## config.mk

```make
export PLATFORM = sky130hd
export DESIGN_NAME = simt_pc_flat
export DESIGN_NICKNAME = d
export VERILOG_FILES = /design/src/rtl/pc_pkg.sv /design/src/rtl/simt_pc_if.sv /design/src/rtl/reconv_stack.sv /design/src/rtl/simt_pc.sv /design/src/flat_wrapper.sv
export SDC_FILE = /design/constraint.sdc
export NUM_CORES = 1
export LEC_CHECK = 0
export BUFFER_PORTS_ARGS = -buffer_cell sky130_fd_sc_hd__buf_4
export CAP_MARGIN = 0
export CORE_MARGIN = 1
export CORE_UTILIZATION = 41
export DETAILED_ROUTE_END_ITERATION = 7
export GPL_TIMING_DRIVEN = 1
export PLACE_DENSITY = 0.77
export SYNTH_ARGS = -nofsm -noshare
export SYNTH_HDL_FRONTEND = slang
export SYNTH_SLANG_ARGS = --single-unit
```

## constraint.sdc

```tcl
create_clock -name clk -period 1.46 [get_ports clk]
set_input_delay 0.073 -clock clk [delete_from_list [all_inputs] [get_ports clk]]
set_output_delay 0.073 -clock clk [all_outputs]
set_load 0.005 [all_outputs]
```

## src/rtl/pc_pkg.sv

```systemverilog
// Shared constants and stack-entry type for the SIMT program counter.
// Entry fields are sized for the widest supported mask/PC.
package pc_pkg;

  localparam logic [2:0] CS_EXECUTE = 3'b101;
  localparam logic [2:0] CS_UPDATE  = 3'b110;

  localparam int MASK_W = 32;
  localparam int PC_W   = 32;

  typedef struct packed {
    logic [MASK_W-1:0] orig_mask;
    logic [MASK_W-1:0] alt_mask;
    logic [PC_W-1:0]   alt_pc;
    logic              phase;
  } stack_entry_t;

  function automatic int depth_bits(int d);
    return $clog2(d + 1);
  endfunction

endpackage

```

## src/rtl/simt_pc_if.sv

```systemverilog
// Decode-side bundle feeding the SIMT PC and its visible state.
// master = core/decoder side, slave = simt_pc.
interface simt_pc_if #(
  parameter int DATA_MEM_DATA_BITS    = 8,
  parameter int PROGRAM_MEM_ADDR_BITS = 8,
  parameter int THREADS_PER_BLOCK     = 4,
  parameter int STACK_DEPTH           = 4
);
  import pc_pkg::*;

  localparam int DW  = DATA_MEM_DATA_BITS;
  localparam int AW  = PROGRAM_MEM_ADDR_BITS;
  localparam int T   = THREADS_PER_BLOCK;
  localparam int SDW = depth_bits(STACK_DEPTH);

  logic [2:0]     core_state;
  logic [2:0]     decoded_nzp;
  logic [DW-1:0]  decoded_immediate;
  logic           decoded_pc_mux;
  logic           decoded_sync;
  logic [3*T-1:0] nzp;

  logic [T-1:0]   thread_mask;
  logic [AW-1:0]  current_pc;
  logic [AW-1:0]  next_pc;
  logic [SDW-1:0] stack_depth;
  logic           stack_overflow;

  modport master (
    output core_state,
    output decoded_nzp,
    output decoded_immediate,
    output decoded_pc_mux,
    output decoded_sync,
    output nzp,
    input  thread_mask,
    input  current_pc,
    input  next_pc,
    input  stack_depth,
    input  stack_overflow
  );

  modport slave (
    input  core_state,
    input  decoded_nzp,
    input  decoded_immediate,
    input  decoded_pc_mux,
    input  decoded_sync,
    input  nzp,
    output thread_mask,
    output current_pc,
    output next_pc,
    output stack_depth,
    output stack_overflow
  );

endinterface

```

## src/rtl/reconv_stack.sv

```systemverilog
// Reconvergence stack: push, pop and top-phase set, one op per cycle.
// Push has priority over pop, pop over phase write.
module reconv_stack
  import pc_pkg::*;
#(
  parameter  int DEPTH = 4,
  localparam int DW    = depth_bits(DEPTH),
  localparam int IW    = (DEPTH > 1) ? $clog2(DEPTH) : 1
) (
  input  logic         clk,
  input  logic         reset,
  input  logic         push,
  input  logic         pop,
  input  logic         wr_phase,
  input  stack_entry_t push_entry,
  output stack_entry_t top_entry,
  output logic         full,
  output logic         empty,
  output logic [DW-1:0] depth
);

  stack_entry_t   mem [2**IW];
  logic [DW-1:0]  cnt;
  logic [IW-1:0]  top_idx;
  logic [IW-1:0]  push_idx;

  assign top_idx  = IW'(cnt - DW'(1));
  assign push_idx = IW'(cnt);
  assign full     = (cnt == DW'(DEPTH));
  assign empty    = (cnt == '0);
  assign depth    = cnt;

  assign top_entry = empty ? '0 : mem[top_idx];

  always_ff @(posedge clk) begin
    if (reset) begin
      cnt <= '0;
    end else if (push && !full) begin
      mem[push_idx] <= push_entry;
      cnt           <= cnt + DW'(1);
    end else if (pop && !empty) begin
      cnt <= cnt - DW'(1);
    end else if (wr_phase && !empty) begin
      mem[top_idx].phase <= 1'b1;
    end
  end

endmodule

```

## src/rtl/simt_pc.sv

```systemverilog
// SIMT program counter with branch divergence and SYNC reconvergence.
// Divergence support is built only when SIMT_PC_DIVERGENCE_EN is defined.
module simt_pc
  import pc_pkg::*;
#(
  parameter int DATA_MEM_DATA_BITS    = 8,
  parameter int PROGRAM_MEM_ADDR_BITS = 8,
  parameter int THREADS_PER_BLOCK     = 4,
  parameter int STACK_DEPTH           = 4
) (
  input logic      clk,
  input logic      reset,
  simt_pc_if.slave bus
);

  localparam int AW  = PROGRAM_MEM_ADDR_BITS;
  localparam int T   = THREADS_PER_BLOCK;
  localparam int SDW = depth_bits(STACK_DEPTH);

  logic [AW-1:0] current_pc;
  logic [AW-1:0] next_pc;
  logic [AW-1:0] pc_plus1;
  logic [AW-1:0] target;
  logic [AW-1:0] n_pc;
  logic          exec;
  logic          update;

  assign exec     = (bus.core_state == CS_EXECUTE);
  assign update   = (bus.core_state == CS_UPDATE);
  assign pc_plus1 = current_pc + AW'(1);
  assign target   = AW'(bus.decoded_immediate);

`ifdef SIMT_PC_DIVERGENCE_EN

  logic [T-1:0]   thread_mask;
  logic [T-1:0]   pend_mask;
  logic [T-1:0]   n_pend;
  logic [T-1:0]   taken;
  logic [T-1:0]   active;
  logic           stack_overflow;
  logic           n_ovf;
  logic           lead_taken;
  logic           is_br;
  logic           is_sync;
  logic           push;
  logic           pop;
  logic           wr_phase;
  logic           full;
  logic           empty;
  logic [SDW-1:0] depth;
  stack_entry_t   push_e;
  stack_entry_t   top_e;
  logic           unused_top;

  always_comb begin
    taken = '0;
    for (int i = 0; i < T; i++)
      taken[i] = |(bus.nzp[3*i +: 3] & bus.decoded_nzp);
  end

  assign active  = taken & thread_mask;
  assign is_br   = bus.decoded_pc_mux;
  assign is_sync = bus.decoded_sync & ~bus.decoded_pc_mux;

  // Overflowed divergence follows the lowest-index active thread
  always_comb begin
    lead_taken = 1'b0;
    for (int i = T - 1; i >= 0; i--)
      if (thread_mask[i]) lead_taken = taken[i];
  end

  always_comb begin
    n_pc     = pc_plus1;
    n_pend   = thread_mask;
    n_ovf    = 1'b0;
    push     = 1'b0;
    pop      = 1'b0;
    wr_phase = 1'b0;
    push_e   = '0;
    push_e.orig_mask = MASK_W'(thread_mask);
    push_e.alt_mask  = MASK_W'(thread_mask & ~taken);
    push_e.alt_pc    = PC_W'(pc_plus1);
    unique case (1'b1)
      is_br: begin
        if (active == thread_mask) begin
          n_pc = target;
        end else if (active != '0) begin
          if (!full) begin
            push   = exec;
            n_pend = active;
            n_pc   = target;
          end else begin
            n_ovf = 1'b1;
            n_pc  = lead_taken ? target : pc_plus1;
          end
        end
      end
      is_sync: begin
        if (!empty) begin
          if (!top_e.phase) begin
            n_pc     = AW'(top_e.alt_pc);
            n_pend   = T'(top_e.alt_mask);
            wr_phase = exec;
          end else begin
            pop    = exec;
            n_pend = T'(top_e.orig_mask);
          end
        end
      end
      default: ;
    endcase
  end

  assign unused_top = ^top_e;

  reconv_stack #(
    .DEPTH (STACK_DEPTH)
  ) u_stack (
    .clk        (clk),
    .reset      (reset),
    .push       (push),
    .pop        (pop),
    .wr_phase   (wr_phase),
    .push_entry (push_e),
    .top_entry  (top_e),
    .full       (full),
    .empty      (empty),
    .depth      (depth)
  );

  always_ff @(posedge clk) begin
    if (reset) begin
      current_pc     <= '0;
      next_pc        <= '0;
      thread_mask    <= '1;
      pend_mask      <= '1;
      stack_overflow <= 1'b0;
    end else if (exec) begin
      next_pc   <= n_pc;
      pend_mask <= n_pend;
      if (n_ovf) stack_overflow <= 1'b1;
    end else if (update) begin
      current_pc  <= next_pc;
      thread_mask <= pend_mask;
    end
  end

  assign bus.stack_depth    = depth;
  assign bus.stack_overflow = stack_overflow;

`else

  logic [T-1:0] thread_mask;
  logic         taken0;
  logic         unused_in;

  assign thread_mask = '1;
  assign taken0      = |(bus.nzp[2:0] & bus.decoded_nzp);
  assign n_pc        = (bus.decoded_pc_mux && taken0) ? target : pc_plus1;
  assign unused_in   = ^{bus.nzp, bus.decoded_sync};

  always_ff @(posedge clk) begin
    if (reset) begin
      current_pc <= '0;
      next_pc    <= '0;
    end else if (exec) begin
      next_pc <= n_pc;
    end else if (update) begin
      current_pc <= next_pc;
    end
  end

  assign bus.stack_depth    = '0;
  assign bus.stack_overflow = 1'b0;

`endif

  assign bus.thread_mask = thread_mask;
  assign bus.current_pc  = current_pc;
  assign bus.next_pc     = next_pc;

endmodule

```

## src/flat_wrapper.sv

```systemverilog
// flat-port wrapper written by rule: the top's interface ports become plain ports
module simt_pc_flat import pc_pkg::*;
#(
  parameter int DATA_MEM_DATA_BITS    = 8,
  parameter int PROGRAM_MEM_ADDR_BITS = 8,
  parameter int THREADS_PER_BLOCK     = 4,
  parameter int STACK_DEPTH           = 4
)
  (clk, reset, bus_core_state, bus_decoded_nzp, bus_decoded_immediate, bus_decoded_pc_mux, bus_decoded_sync, bus_nzp, bus_thread_mask, bus_current_pc, bus_next_pc, bus_stack_depth, bus_stack_overflow);
  simt_pc_if #(.DATA_MEM_DATA_BITS(DATA_MEM_DATA_BITS), .PROGRAM_MEM_ADDR_BITS(PROGRAM_MEM_ADDR_BITS), .THREADS_PER_BLOCK(THREADS_PER_BLOCK), .STACK_DEPTH(STACK_DEPTH)) bus_i ();
  input logic clk;
  input logic reset;
  input wire logic [$bits(bus_i.core_state)-1:0] bus_core_state;
  input wire logic [$bits(bus_i.decoded_nzp)-1:0] bus_decoded_nzp;
  input wire logic [$bits(bus_i.decoded_immediate)-1:0] bus_decoded_immediate;
  input wire logic [$bits(bus_i.decoded_pc_mux)-1:0] bus_decoded_pc_mux;
  input wire logic [$bits(bus_i.decoded_sync)-1:0] bus_decoded_sync;
  input wire logic [$bits(bus_i.nzp)-1:0] bus_nzp;
  output wire logic [$bits(bus_i.thread_mask)-1:0] bus_thread_mask;
  output wire logic [$bits(bus_i.current_pc)-1:0] bus_current_pc;
  output wire logic [$bits(bus_i.next_pc)-1:0] bus_next_pc;
  output wire logic [$bits(bus_i.stack_depth)-1:0] bus_stack_depth;
  output wire logic [$bits(bus_i.stack_overflow)-1:0] bus_stack_overflow;
  assign bus_i.core_state = bus_core_state;
  assign bus_i.decoded_nzp = bus_decoded_nzp;
  assign bus_i.decoded_immediate = bus_decoded_immediate;
  assign bus_i.decoded_pc_mux = bus_decoded_pc_mux;
  assign bus_i.decoded_sync = bus_decoded_sync;
  assign bus_i.nzp = bus_nzp;
  assign bus_thread_mask = bus_i.thread_mask;
  assign bus_current_pc = bus_i.current_pc;
  assign bus_next_pc = bus_i.next_pc;
  assign bus_stack_depth = bus_i.stack_depth;
  assign bus_stack_overflow = bus_i.stack_overflow;
  simt_pc #(.DATA_MEM_DATA_BITS(DATA_MEM_DATA_BITS), .PROGRAM_MEM_ADDR_BITS(PROGRAM_MEM_ADDR_BITS), .THREADS_PER_BLOCK(THREADS_PER_BLOCK), .STACK_DEPTH(STACK_DEPTH)) u_core (.clk(clk), .reset(reset), .bus(bus_i));
endmodule
```

Word level (Yosys, flattened, before mapping):

Cells that the tools add are included.

* reductions and logical operators: 3
* eq/ne operators: 2
* mux-type cells: 1
* shift-type cells: 0
* multipliers: 0
* $add $sub $neg: 1
* divide/modulo/power cells: 0
* order comparisons: 0
* bitwise operators: 2

Operators with widths (number)
* $add A8 B1 Y8 const B: 1
* $mux W8: 1
* $eq A3 B3 Y1 const B: 2
* $and A3 B3 Y3: 1
* $reduce_or A3 Y1: 1
* $reduce_and A2 Y1: 1
* $logic_and A1 B1 Y1: 1
* $not A1 Y1: 1

* memories: 0
* input port bits: 30
* output and inout bits: 24
* RAM bits: 0
* bits in latches: 0
* bits in registers: 16
* ROM bits: 0

Depth between registers and ports, before layout:

Gate-level depths: netlist of run 1.

* word-level depth: 4
* depth in mapped cells: 5
* mapped depth without buffers: 5

Least setup slack after synthesis of run 1:

No wires, ideal clock.

* kind: flip-flop to flip-flop
* from: reg u_core.current_pc[0], in the netlist u_core.bus.current_pc[0]
* to: reg u_core.next_pc[2], in the netlist u_core.bus.next_pc[2]
* buffers on the path: 0
* arrival: 1.163 ns
* stages on the path, launching flop included: 5
* data required time: 1.337 ns
* slack: 0.175 ns
* setup time: 0.123 ns
* cells stage by stage: dfxtp_1 > ha_1 > xnor2_1 > nor4_4 > a311o_2

* cells in the longest elaborated chain, start to end: 2

Ends and longest elaborated chain
* from (decl): line simt_pc.sv:20 `logic [AW-1:0] current_pc;`
* from (signal assigned): line simt_pc.sv:169 `current_pc <= next_pc;`
* $add A8 B1 Y8: line simt_pc.sv:30 `assign pc_plus1 = current_pc + AW'(1);`
* $mux W8: line simt_pc.sv:159 `assign n_pc = (bus.decoded_pc_mux && taken0) ? target : pc_plus1;`
* to (signal assigned): line simt_pc.sv:167 `next_pc <= n_pc;`
* to (decl): line simt_pc.sv:21 `logic [AW-1:0] next_pc;`

No other way between the ends.
A chain may end at the register's enable or synchronous reset.

Final worst setup path of run 1:

Ends and elaborated chain as after synthesis.

==> results of run 1 <==
-- registers in the layout (all words and copies together) (netlist names) --
| name | count |
|---|---|
| u_core.bus.next_pc | 8 |
| u_core.bus.current_pc | 8 |
-- power breakdown --
part / internal (mW) / switching [mW]
Clock: 0.152 / 0.151
Sequential: 0.443 / 0.00536
Combinational: 0.0621 / 0.0550
-- cell families after synthesis --
kind of cell    Yosys count
xor+xnor                  5
mux                       8
fa+ha+maj                 1
other cells               2
buf+inv                  13
compound gates           17
simple gates             35
flops                    16
-- layer usage --
layer / track usage / part of all wire
met3: 0.03019 / 0.044
met1: 0.2477 / 0.46
met4: 0.1029 / 0.0074
met5: 0 / 0
met2: 0.2740 / 0.49
-- cell type report --
type                            count  area (µm²)  share of cell area
Tap cell                           27       33.78             0.02941
Inverter                            1       3.754            0.003268
Timing Repair Buffer               39       292.8              0.2549
Clock buffer                        4       36.28             0.03159
Multi-Input combinational cell     74       461.7              0.4020
Sequential cell                    16       320.3              0.2789
-- worst max-delay path, cell delays in order, from the launching register on --
cell and delay [ps]:
dfxtp_1 320, ha_1 210, xnor2_1 290, nor4_4 50, a311o_2 360
-- synthesized netlist by cell type, drive strengths merged --
master,n,area (µm²)
a222oi,1,10.01
a311o,1,11.26
a31oi,3,18.77
a32oi,2,17.52
a41oi,1,8.760
and3,1,6.260
and3b,1,8.760
and4,1,8.760
buf,10,76.32
clkbuf,2,7.510
conb,2,7.510
dfxtp,16,320.3
ha,1,12.51
inv,1,3.750
mux2i,8,80.08
nand2,8,30.03
nand2b,1,6.260
nand3,2,10.01
nand3b,2,15.01
nand4,1,6.260
nor2,15,56.30
nor2b,1,6.260
nor4,1,21.27
o21ai,9,45.04
or2b,1,8.760
xnor2,3,26.28
xor2,2,17.52
-- metrics by stage --
step                      std cells  hold WS [ps]  cell area [µm²]  utilization
after global routing            161         33.37             1149       0.5915
after global placement          157         315.0             1112       0.5728
after detailed placement        157         318.8             1112       0.5728
after CTS                       161         12.30             1149       0.5915
after floorplan                 103         222.6            869.6            -
final                           161         11.88             1149       0.5915
-- worst max-delay path by stage --
stage	startpoint	end	slack (ps)	depth (start not counted)
CTS	u_core.bus.current_pc[0]	u_core.bus.next_pc[2]	140	4
finish	u_core.bus.current_pc[0]	u_core.bus.next_pc[2]	130	4
detailed placement	bus_nzp[0]	u_core.bus.next_pc[6]	60	6
global placement	bus_nzp[0]	u_core.bus.next_pc[6]	130	6
global route	u_core.bus.current_pc[0]	u_core.bus.next_pc[2]	100	4
floorplan	u_core.bus.current_pc[0]	u_core.bus.next_pc[2]	170	4
==> qor.txt, run 1 <==
OUTCOME
--------------------------------------------------------------------------------------------------
Status .............................................................................. finished clean

POWER AND IR DROP
--------------------------------------------------------------------------------------------------
Overall power .......................................................................    0.8684 mW
Leakage power figure ................................................................    0.5583 nW
Power per standard cell area ........................................................ 756.0 nW/µm²
Peak VDD IR .........................................................................  0.0003802 V

PLACEMENT
--------------------------------------------------------------------------------------------------
Place WS ............................................................................     59.77 ps
Placer's final routability congestion estimate ......................................       0.8221
Detail Placement HPWL ...............................................................      1544 µm
Count of port buffers added during placement ........................................           35

CTS
--------------------------------------------------------------------------------------------------
CTS buffer count ....................................................................            3
H-Tree Depth ........................................................................            1
Post-CTS repair timing setup buffer count ...........................................            0
Number of sinks driven by the clock tree ............................................           16
Later-pin clock latency in the skew report ..........................................       290 ps
TritonCTS clock tree ................................................................        built
Clock Tree Root .....................................................................     clkbuf_4
Post-cts resize count ...............................................................            0
Max Buffers Root-to-Sink ............................................................            2
Clock transition time at the flip-flop clock pins of the worst setup and hold paths .       110 ps
Post-CTS Hold Fix Bufs ..............................................................            0

STA
--------------------------------------------------------------------------------------------------
Number of slew-limit violations in the final report .................................            0
Tcrit/Tclk final ....................................................................       0.9084
Final setup skew ....................................................................     10.59 ps
Transition time of the tightest slew-check pin ......................................     521.4 ps
Unrepaired setup endpoints after global routing .....................................        false
Shortest period the worst path allows ...............................................      1326 ps
Worst-case headroom to the max-slew limit ...........................................       0.6517
Hold violation total from the final report ..........................................            0
Setup TNS ...........................................................................         0 ps
Final setup violation count .........................................................            0
Min setup slack post-route ..........................................................     133.8 ps
Highest Clock Rate ..................................................................   0.7540 GHz

FLOORPLAN
--------------------------------------------------------------------------------------------------
Die H ...............................................................................     47.46 µm
Total number of placement rows ......................................................           16
Core Area ...........................................................................     1942 µm²
Effective utilization at floorplan ..................................................       0.4362
Die area ............................................................................     2252 µm²
Number of primary I/O pins ..........................................................           54
Floorplan die width .................................................................     47.46 µm

DRT
--------------------------------------------------------------------------------------------------
Drc violations ......................................................................            0
Total wirelength of the detailed-routed design ......................................      2022 µm
Post-route antenna net violation count ..............................................            0
Drt initial violations ..............................................................           11
Via Count ...........................................................................          793
Avg Vias per Cell ...................................................................        4.925
Detailed-router iteration count before antenna repair ...............................            4
Routed wirelength normalized by instance count ......................................     12.56 µm

SETUP PATH
--------------------------------------------------------------------------------------------------
Worst setup path class .............................................................. register to register
Sort of element at the end of the critical path .....................................     register
Arrival time at the worst endpoint ..................................................      1520 ps
Worst reg2reg path depth ............................................................            4
Endpoint of the worst register-to-register path ..................................... u_core.bus.next_pc[2]
Launching point of the worst reg2reg path ........................................... u_core.bus.current_pc[0]
Worst reg-to-reg setup slack ........................................................       130 ps
Crit start category .................................................................     register
Worst Path Required .................................................................      1650 ps
Max FO, Critical Path ...............................................................            2

LAYOUT
--------------------------------------------------------------------------------------------------
Synthesis-to-layout area growth .....................................................       35.60%
Most common library cell in the layout ignoring fill and taps .......................        buf_4
Most frequent cells in the layout ................................................... buf_4, dfxtp_1, nor2_1, o21ai_0
Net count of the finished layout ....................................................          166
Layout filler cell count ............................................................          189
Layout cell share with drive strength beyond 1 ......................................       0.3433
Number of inserted diodes ...........................................................            0

GLOBAL ROUTING
--------------------------------------------------------------------------------------------------
Antenna violations before repair ....................................................            0
Largest net degree at the start of global routing ...................................           13
Total routing usage reported by global routing ......................................       0.1827
Total gr overflow ...................................................................            0
Number of global-route vias before repair ...........................................          673
First-pass GRT wire length ..........................................................      2877 µm

YOSYS
--------------------------------------------------------------------------------------------------
Mean instance size in the synthesized netlist .......................................    8.733 µm²
Distinct cells, synth ...............................................................           29
Post-Synth Adder-Cell Area ..........................................................      0.01477
Parity-gate share of the synthesized area counting xor and xnor cells ...............      0.05170
Share of the yosys chip area belonging to registers .................................       0.3781
Combinational family with the most area after synthesis ............................. simple AND/OR/NAND/NOR gates
Synth Area in Compound Gates ........................................................       0.1315
Proportion of synthesized area in mux cells .........................................      0.09453
Post-Synth Simple-Gate Area .........................................................       0.2171
Yosys warning count .................................................................            0
Flip-flop and latch count after synthesis ...........................................           16
Gate Count Post-Synth ...............................................................           97
Combined area of all synthesized cells ..............................................    847.1 µm²

HOLD PATH
--------------------------------------------------------------------------------------------------
Worst-case hold path end point ...................................................... u_core.bus.next_pc[5]
Hold Path Cell Cnt ..................................................................            3
Hold_sp ............................................................................. bus_decoded_immediate[5]
Type of the worst min-delay path .................................................... input port to register

JOB
--------------------------------------------------------------------------------------------------
Max-cap viol count ..................................................................            0

Power figures use the tool's default switching activity.
==> inputs of run 2 (changes only) <==
- BUFFER_PORTS_ARGS: -buffer_cell sky130_fd_sc_hd__buf_4 -> -buffer_cell sky130_fd_sc_hd__buf_2
- MAX_ROUTING_LAYER: default -> met4
==> run 2 against run 1 <==
Net effect:
- utilization down 5.6 points
- register-to-register slack about the same
- largest cell class unchanged
- worst hold slack improved by 14 ps
- clock-buffer cell count fell by 1
- critical endpoint unchanged
- combinational power is 15% lower
- routed wire length is 5.5% lower
==> qor.txt, run 2 (same netlist as run 1, synthesis figures left out) <==
PLACEMENT
--------------------------------------------------------------------------------------------------
Placed instance count ...............................................................          156
Detail Placement HPWL ...............................................................      1479 µm
Placer's final routability congestion estimate ......................................       0.8421
Count of port buffers added during placement ........................................           35

GLOBAL ROUTING
--------------------------------------------------------------------------------------------------
Total routing usage reported by global routing ......................................       0.1829
Largest net degree at the start of global routing ...................................           13
First-pass GRT wire length ..........................................................      2808 µm
Antenna violations before repair ....................................................            0
Total gr overflow ...................................................................            0
Number of global-route vias before repair ...........................................          678

FLOORPLAN
--------------------------------------------------------------------------------------------------
Effective utilization at floorplan ..................................................       0.4362
Die H ...............................................................................     47.46 µm
Number of primary I/O pins ..........................................................           54
Total number of placement rows ......................................................           16
Floorplan die width .................................................................     47.46 µm
Die area ............................................................................     2252 µm²
Core Area ...........................................................................     1942 µm²

LAYOUT
--------------------------------------------------------------------------------------------------
Regs by FF count .................................................................... u_core.bus.current_pc (8), u_core.bus.next_pc (8)
Layout Utilization ..................................................................       0.5354
Synthesis-to-layout area growth .....................................................       22.75%
Number of inserted diodes ...........................................................            0
Net count of the finished layout ....................................................          165
Final non-filler cell total .........................................................          159
Most frequent cells in the layout ................................................... buf_2, dfxtp_1, nor2_1, o21ai_0
Layout cell share with drive strength beyond 1 ......................................       0.3333
Most common library cell in the layout ignoring fill and taps .......................        buf_2

SETUP PATH
--------------------------------------------------------------------------------------------------
Start point of the critical path .................................................... u_core.bus.current_pc[1]
Max FO, Critical Path ...............................................................            5
Worst Path Required .................................................................      1630 ps
Arrival time at the worst endpoint ..................................................      1490 ps
Biggest cell delay along the critical path ..........................................       360 ps
Critical path's slowest cell ........................................................      a311o_2
Critical path, cell by cell ......................................................... ha_1 -> xnor2_1 -> nor4_4 -> a311o_2
Worst setup path class .............................................................. register to register
Crit start category .................................................................     register
Worst reg2reg path depth ............................................................            4
Launching point of the worst reg2reg path ........................................... u_core.bus.current_pc[1]
Sort of element at the end of the critical path .....................................     register

CTS
--------------------------------------------------------------------------------------------------
Clock transition time at the flip-flop clock pins of the worst setup and hold paths .        90 ps
TritonCTS clock tree ................................................................        built
Max Buffers Root-to-Sink ............................................................            2
Post-cts resize count ...............................................................            0
Later-pin clock latency in the skew report ..........................................       280 ps
CTS buffer count ....................................................................            3
Post-CTS repair timing setup buffer count ...........................................            0
H-Tree Depth ........................................................................            1
Clock Tree Root .....................................................................     clkbuf_4
Post-CTS Hold Fix Bufs ..............................................................            0
Number of sinks driven by the clock tree ............................................           16

HOLD PATH
--------------------------------------------------------------------------------------------------
Hold_sp ............................................................................. bus_decoded_immediate[5]
Hold Path Cell Cnt ..................................................................            3
Type of the worst min-delay path .................................................... input port to register

DRT
--------------------------------------------------------------------------------------------------
Avg Vias per Cell ...................................................................        5.082
Post-route antenna net violation count ..............................................            0
Via Count ...........................................................................          808
Drc violations ......................................................................            0
Drt initial violations ..............................................................           17
Total wirelength of the detailed-routed design ......................................      1910 µm
Detailed-router iteration count before antenna repair ...............................            7
Routed wirelength normalized by instance count ......................................     12.01 µm

POWER AND IR DROP
--------------------------------------------------------------------------------------------------
Peak VDD IR .........................................................................  0.0004840 V
Leakage power figure ................................................................    0.5307 nW
Overall power .......................................................................    0.7713 mW
Power per standard cell area ........................................................ 741.8 nW/µm²

STA
--------------------------------------------------------------------------------------------------
Final setup violation count .........................................................            0
Shortest period the worst path allows ...............................................      1313 ps
Unrepaired setup endpoints after global routing .....................................        false
Setup TNS ...........................................................................         0 ps
Highest Clock Rate ..................................................................   0.7617 GHz
Worst-case headroom to the max-slew limit ...........................................       0.6651
Number of slew-limit violations in the final report .................................            0
Transition time of the tightest slew-check pin ......................................     501.3 ps
Final setup skew ....................................................................     5.909 ps
Tcrit/Tclk final ....................................................................       0.8992
Hold violation total from the final report ..........................................            0

OUTCOME
--------------------------------------------------------------------------------------------------
Status .............................................................................. finished clean

JOB
--------------------------------------------------------------------------------------------------
Max-cap viol count ..................................................................            0

## run 2: final timing paths
path	end	slack (ps)
setup / recovery	u_core.bus.next_pc[2]	150
hold / removal	u_core.bus.next_pc[5]	30
setup reg to reg	u_core.bus.next_pc[2]	150
hold reg to reg	u_core.bus.next_pc[3]	480
## run 2: where the power goes
part,internal (mW),switching [mW]
Combinational,0.0443,0.0554
Clock,0.0955,0.128
Sequential,0.443,0.00494
Total,0.583,0.188
## run 2: layer usage
layer	GRT usage	wire, µm
met3	0.02642	102
met1	0.2110	831
met2	0.3260	971
met5	-	0
met4	0.05143	4
## run 2: stage by stage
stage	hold slack, ps	worst slack [ps]	cell area, µm²
4_1_cts	28.86	142.7	1040
3_5_place_dp	323.3	91.18	1017
5_1_grt	51.45	80.64	1040
6_report	26.17	147.2	1040
2_1_floorplan	222.6	174.7	869.6
3_3_place_gp	312.7	152.2	1017
## run 2: critical path, delay by kind of cell (launching register included)
family	cells	cell delay [ps]
adders and majority gates	1	210
AOI/OAI and AO/OA	1	360
xor gates and xnor gates	1	240
DFF	1	350
and+or+nand+nor	1	50
## run 2: final cells by class
class / instances / area (µm²)
sequential: 16 / 320.3
timing repair buffer: 38 / 197.7
clock buffer: 3 / 22.52
multi-input combinational: 74 / 461.7
inverter: 1 / 3.754
fill: 185 / 902.1
tap: 27 / 33.78
==> inputs of run 3 (changes only) <==
- CAP_MARGIN: 0 -> default
- SYNTH_HIERARCHICAL: default -> 1
==> run 3 against run 2 <==
Net effect:
- sequential power is essentially flat
- clock skew grew 4.0 ps
- first-iteration DRC count down 24%
- clock power up 28%
- synthesized cell count is 2.1% lower
- final cell count down 1.3%
- clock-buffer cell count up 1
- worst hold slack better by 12 ps
- design area up 0.72%
- synthesized area grew 0.30%
- critical path type unchanged
- critical endpoint is now u_core/bus.next_pc[6]
==> qor.txt, run 3 <==
OUTCOME
--------------------------------------------------------------------------------------------------
Status .............................................................................. finished clean

SETUP PATH
--------------------------------------------------------------------------------------------------
CP Capture Point .................................................................... u_core/bus.next_pc[6]
Launching point of the worst reg2reg path ........................................... u_core/bus.current_pc[1]
Sort of element at the end of the critical path .....................................     register
Crit start category .................................................................     register
Max FO, Critical Path ...............................................................            5
Crit path buffers/inverters .........................................................            0
Biggest cell delay along the critical path ..........................................       410 ps
Worst reg-to-reg setup slack ........................................................       120 ps
Critical path depth in cells ........................................................            5
Worst reg2reg path depth ............................................................            5
Worst setup path class .............................................................. register to register
Critical path's slowest cell ........................................................      dfxtp_1
Start point of the critical path .................................................... u_core/bus.current_pc[1]
Endpoint of the worst register-to-register path ..................................... u_core/bus.next_pc[6]
CP top delay family .................................................................   flip-flops
Critical path, cell by cell ......................................................... ha_1 -> nand3_1 -> or2_1 -> xor2_1 -> o21ai_1
Arrival time at the worst endpoint ..................................................      1550 ps
Worst Path Required .................................................................      1670 ps

CTS
--------------------------------------------------------------------------------------------------
Post-CTS repair timing setup buffer count ...........................................            0
H-Tree Depth ........................................................................            1
CTS buffer count ....................................................................            3
Number of sinks driven by the clock tree ............................................           16
Post-cts resize count ...............................................................            0
Max Buffers Root-to-Sink ............................................................            2
TritonCTS clock tree ................................................................        built
Clock transition time at the flip-flop clock pins of the worst setup and hold paths .       100 ps
Later-pin clock latency in the skew report ..........................................       280 ps
Clock Tree Root .....................................................................     clkbuf_4
Post-CTS Hold Fix Bufs ..............................................................            0

YOSYS
--------------------------------------------------------------------------------------------------
Biggest area consumer among synthesized cells .......................................      dfxtp_1
Count leader, synth .................................................................      dfxtp_1
Number of enable-type register cells in the synthesized netlist .....................            0
Async S/R FF share, synth ...........................................................            0
Flip-flop and latch count after synthesis ...........................................           16
Proportion of synthesized area in mux cells .........................................      0.09426
Post-Synth Simple-Gate Area .........................................................       0.2062
Share of Yosys cell area claimed by the top area cell type ..........................       0.3770
Area contributors post-synth ........................................................ dfxtp_1, mux2i_1, buf_4
Distinct cells, synth ...............................................................           33
Share of the yosys chip area belonging to registers .................................       0.3770
Predominant post-synthesis flop cell ................................................      dfxtp_1
Gate Count Post-Synth ...............................................................           95
Yosys warning count .................................................................            6
Combined area of all synthesized cells ..............................................    849.6 µm²
Synth Area in Compound Gates ........................................................       0.1429
Parity-gate share of the synthesized area counting xor and xnor cells ...............      0.05155
Post-Synth Adder-Cell Area ..........................................................      0.01473
Mean instance size in the synthesized netlist .......................................    8.943 µm²
Post-synth top cells ................................................................ dfxtp_1, nor2_1, buf_4, mux2i_1, nand2_1
Combinational family with the most area after synthesis ............................. simple AND/OR/NAND/NOR gates

FLOORPLAN
--------------------------------------------------------------------------------------------------
Total number of placement rows ......................................................           16
Number of primary I/O pins ..........................................................           54
Effective utilization at floorplan ..................................................       0.4330
Die H ...............................................................................     47.52 µm
Core Area ...........................................................................     1962 µm²
Floorplan die width .................................................................     47.52 µm
Die area ............................................................................     2258 µm²

DRT
--------------------------------------------------------------------------------------------------
Total wirelength of the detailed-routed design ......................................      1790 µm
Routed wirelength normalized by instance count ......................................     11.40 µm
Detailed-router iteration count before antenna repair ...............................            4
Avg Vias per Cell ...................................................................        4.854
Via Count ...........................................................................          762
Drc violations ......................................................................            0
Drt initial violations ..............................................................           13
Post-route antenna net violation count ..............................................            0

POWER AND IR DROP
--------------------------------------------------------------------------------------------------
P_int ...............................................................................    0.6370 mW
Leakage power figure ................................................................    0.5328 nW
Sw Pwr ..............................................................................    0.1945 mW
Peak VDD IR .........................................................................  0.0005182 V
Combinational group share of total power ............................................        0.115
Proportion of total power due to net switching ......................................       0.2340
Power per standard cell area ........................................................ 794.0 nW/µm²
Clock group share of total power ....................................................        0.345
Share of power burned in registers ..................................................        0.539

PLACEMENT
--------------------------------------------------------------------------------------------------
Count of port buffers added during placement ........................................           35
Placer's final routability congestion estimate ......................................       0.8350
Standard cell area after detailed placement .........................................     1011 µm²
Detail Placement HPWL ...............................................................      1400 µm

GLOBAL ROUTING
--------------------------------------------------------------------------------------------------
Number of global-route vias before repair ...........................................          593
Largest net degree at the start of global routing ...................................           13
Antenna violations before repair ....................................................            0
First-pass GRT wire length ..........................................................      2525 µm
Total routing usage reported by global routing ......................................       0.1611
Total gr overflow ...................................................................            0

STA
--------------------------------------------------------------------------------------------------
Number of slew-limit violations in the final report .................................            0
Final setup skew ....................................................................     9.865 ps
Hold violation total from the final report ..........................................            0
Unrepaired setup endpoints after global routing .....................................        false
Transition time of the tightest slew-check pin ......................................     612.9 ps
Worst-case headroom to the max-slew limit ...........................................       0.5906
Shortest period the worst path allows ...............................................      1342 ps
Setup TNS ...........................................................................         0 ps
Final setup violation count .........................................................            0
Tcrit/Tclk final ....................................................................       0.9191
Highest Clock Rate ..................................................................   0.7452 GHz

HOLD PATH
--------------------------------------------------------------------------------------------------
Type of the worst min-delay path .................................................... input port to register

LAYOUT
--------------------------------------------------------------------------------------------------
Most common library cell in the layout ignoring fill and taps .......................        buf_2
Regs by FF count .................................................................... u_core/bus.current_pc (8), u_core/bus.next_pc (8)
Layout cell share with drive strength beyond 1 ......................................       0.3308
Number of inserted diodes ...........................................................            0
Synthesis-to-layout area growth .....................................................       23.27%
Most frequent cells in the layout ................................................... buf_2, dfxtp_1, nor2_1, mux2i_1, conb_1
Final std cell area, no fill ........................................................     1047 µm²
Net count of the finished layout ....................................................          162

JOB
--------------------------------------------------------------------------------------------------
Max-cap viol count ..................................................................            0

[run 3: area by class of cell]
class | count | area, µm²
fillers | 210 | 914.6
repair buffers | 37 | 190.2
multi-input cells | 72 | 462.9
inverters | 1 | 3.754
well taps | 27 | 33.78
clock buffers | 4 | 36.28
flip-flops and latches | 16 | 320.3
[run 3: stage by stage]
| step | total power [mW] | hold WS, ps | instances | util | setup slack (ps) |
|---|---|---|---|---|---|
| after global routing | 0.8685 | 44.70 | 157 | 0.5338 | 23.43 |
| final | 0.8315 | 37.70 | 157 | 0.5338 | 118.1 |
| after global placement | 0.5517 | 324.8 | 153 | 0.5153 | 147.3 |
| after CTS | 0.8400 | 36.58 | 157 | 0.5338 | 122.3 |
| after floorplan | 0.5296 | 227.2 | 101 | - | 211.2 |
| after detailed placement | 0.5541 | 332.7 | 153 | 0.5153 | 156.2 |
[run 3: logic make-up after synthesis]
family                     Yosys count
muxes                                8
adders and majority gates            1
other                                2
buffers and inverters               13
AOI/OAI and AO/OA                   18
and+or+nand+nor                     32
DFF                                 16
xor gates and xnor gates             5
[run 3: worst min path at each step]
stage | start | to | slack [ps] | cells past startpoint
final | bus_decoded_immediate[0] | u_core/bus.next_pc[0] | 40 | 3
after global routing | bus_decoded_immediate[0] | u_core/bus.next_pc[0] | 40 | 3
after CTS | bus_decoded_immediate[0] | u_core/bus.next_pc[0] | 40 | 3
after detailed placement | bus_decoded_immediate[5] | u_core/bus.next_pc[5] | 330 | 3
after global placement | bus_decoded_immediate[5] | u_core/bus.next_pc[5] | 320 | 3
after floorplan | bus_decoded_immediate[0] | u_core/bus.next_pc[0] | 230 | 2
[run 3: tightest hold or removal path, cell delays in order]
cell and delay, ps:
buf_2 90, nand2_1 40, a31oi_1 70
[run 3: power by group through the flow]
stage	Sequential (mW)	Combinational [mW]	Clock [mW]
2_1_floorplan	0.459	0.0708	0
6_report	0.449	0.0960	0.287
5_1_grt	0.450	0.107	0.312
3_5_place_dp	0.459	0.0955	0
4_1_cts	0.448	0.0958	0.296
3_3_place_gp	0.458	0.0936	0
[run 3: per-layer routing]
metal  vias up  part of all wire  GRT usage  wire length [µm]
met5         -                 0          -                 0
met4         0                 0    0.05143                 0
met3         0             0.027    0.02264                49
met2        19              0.51     0.2575               916
met1       353              0.46     0.2077               824
li1        390                 -          -                 -
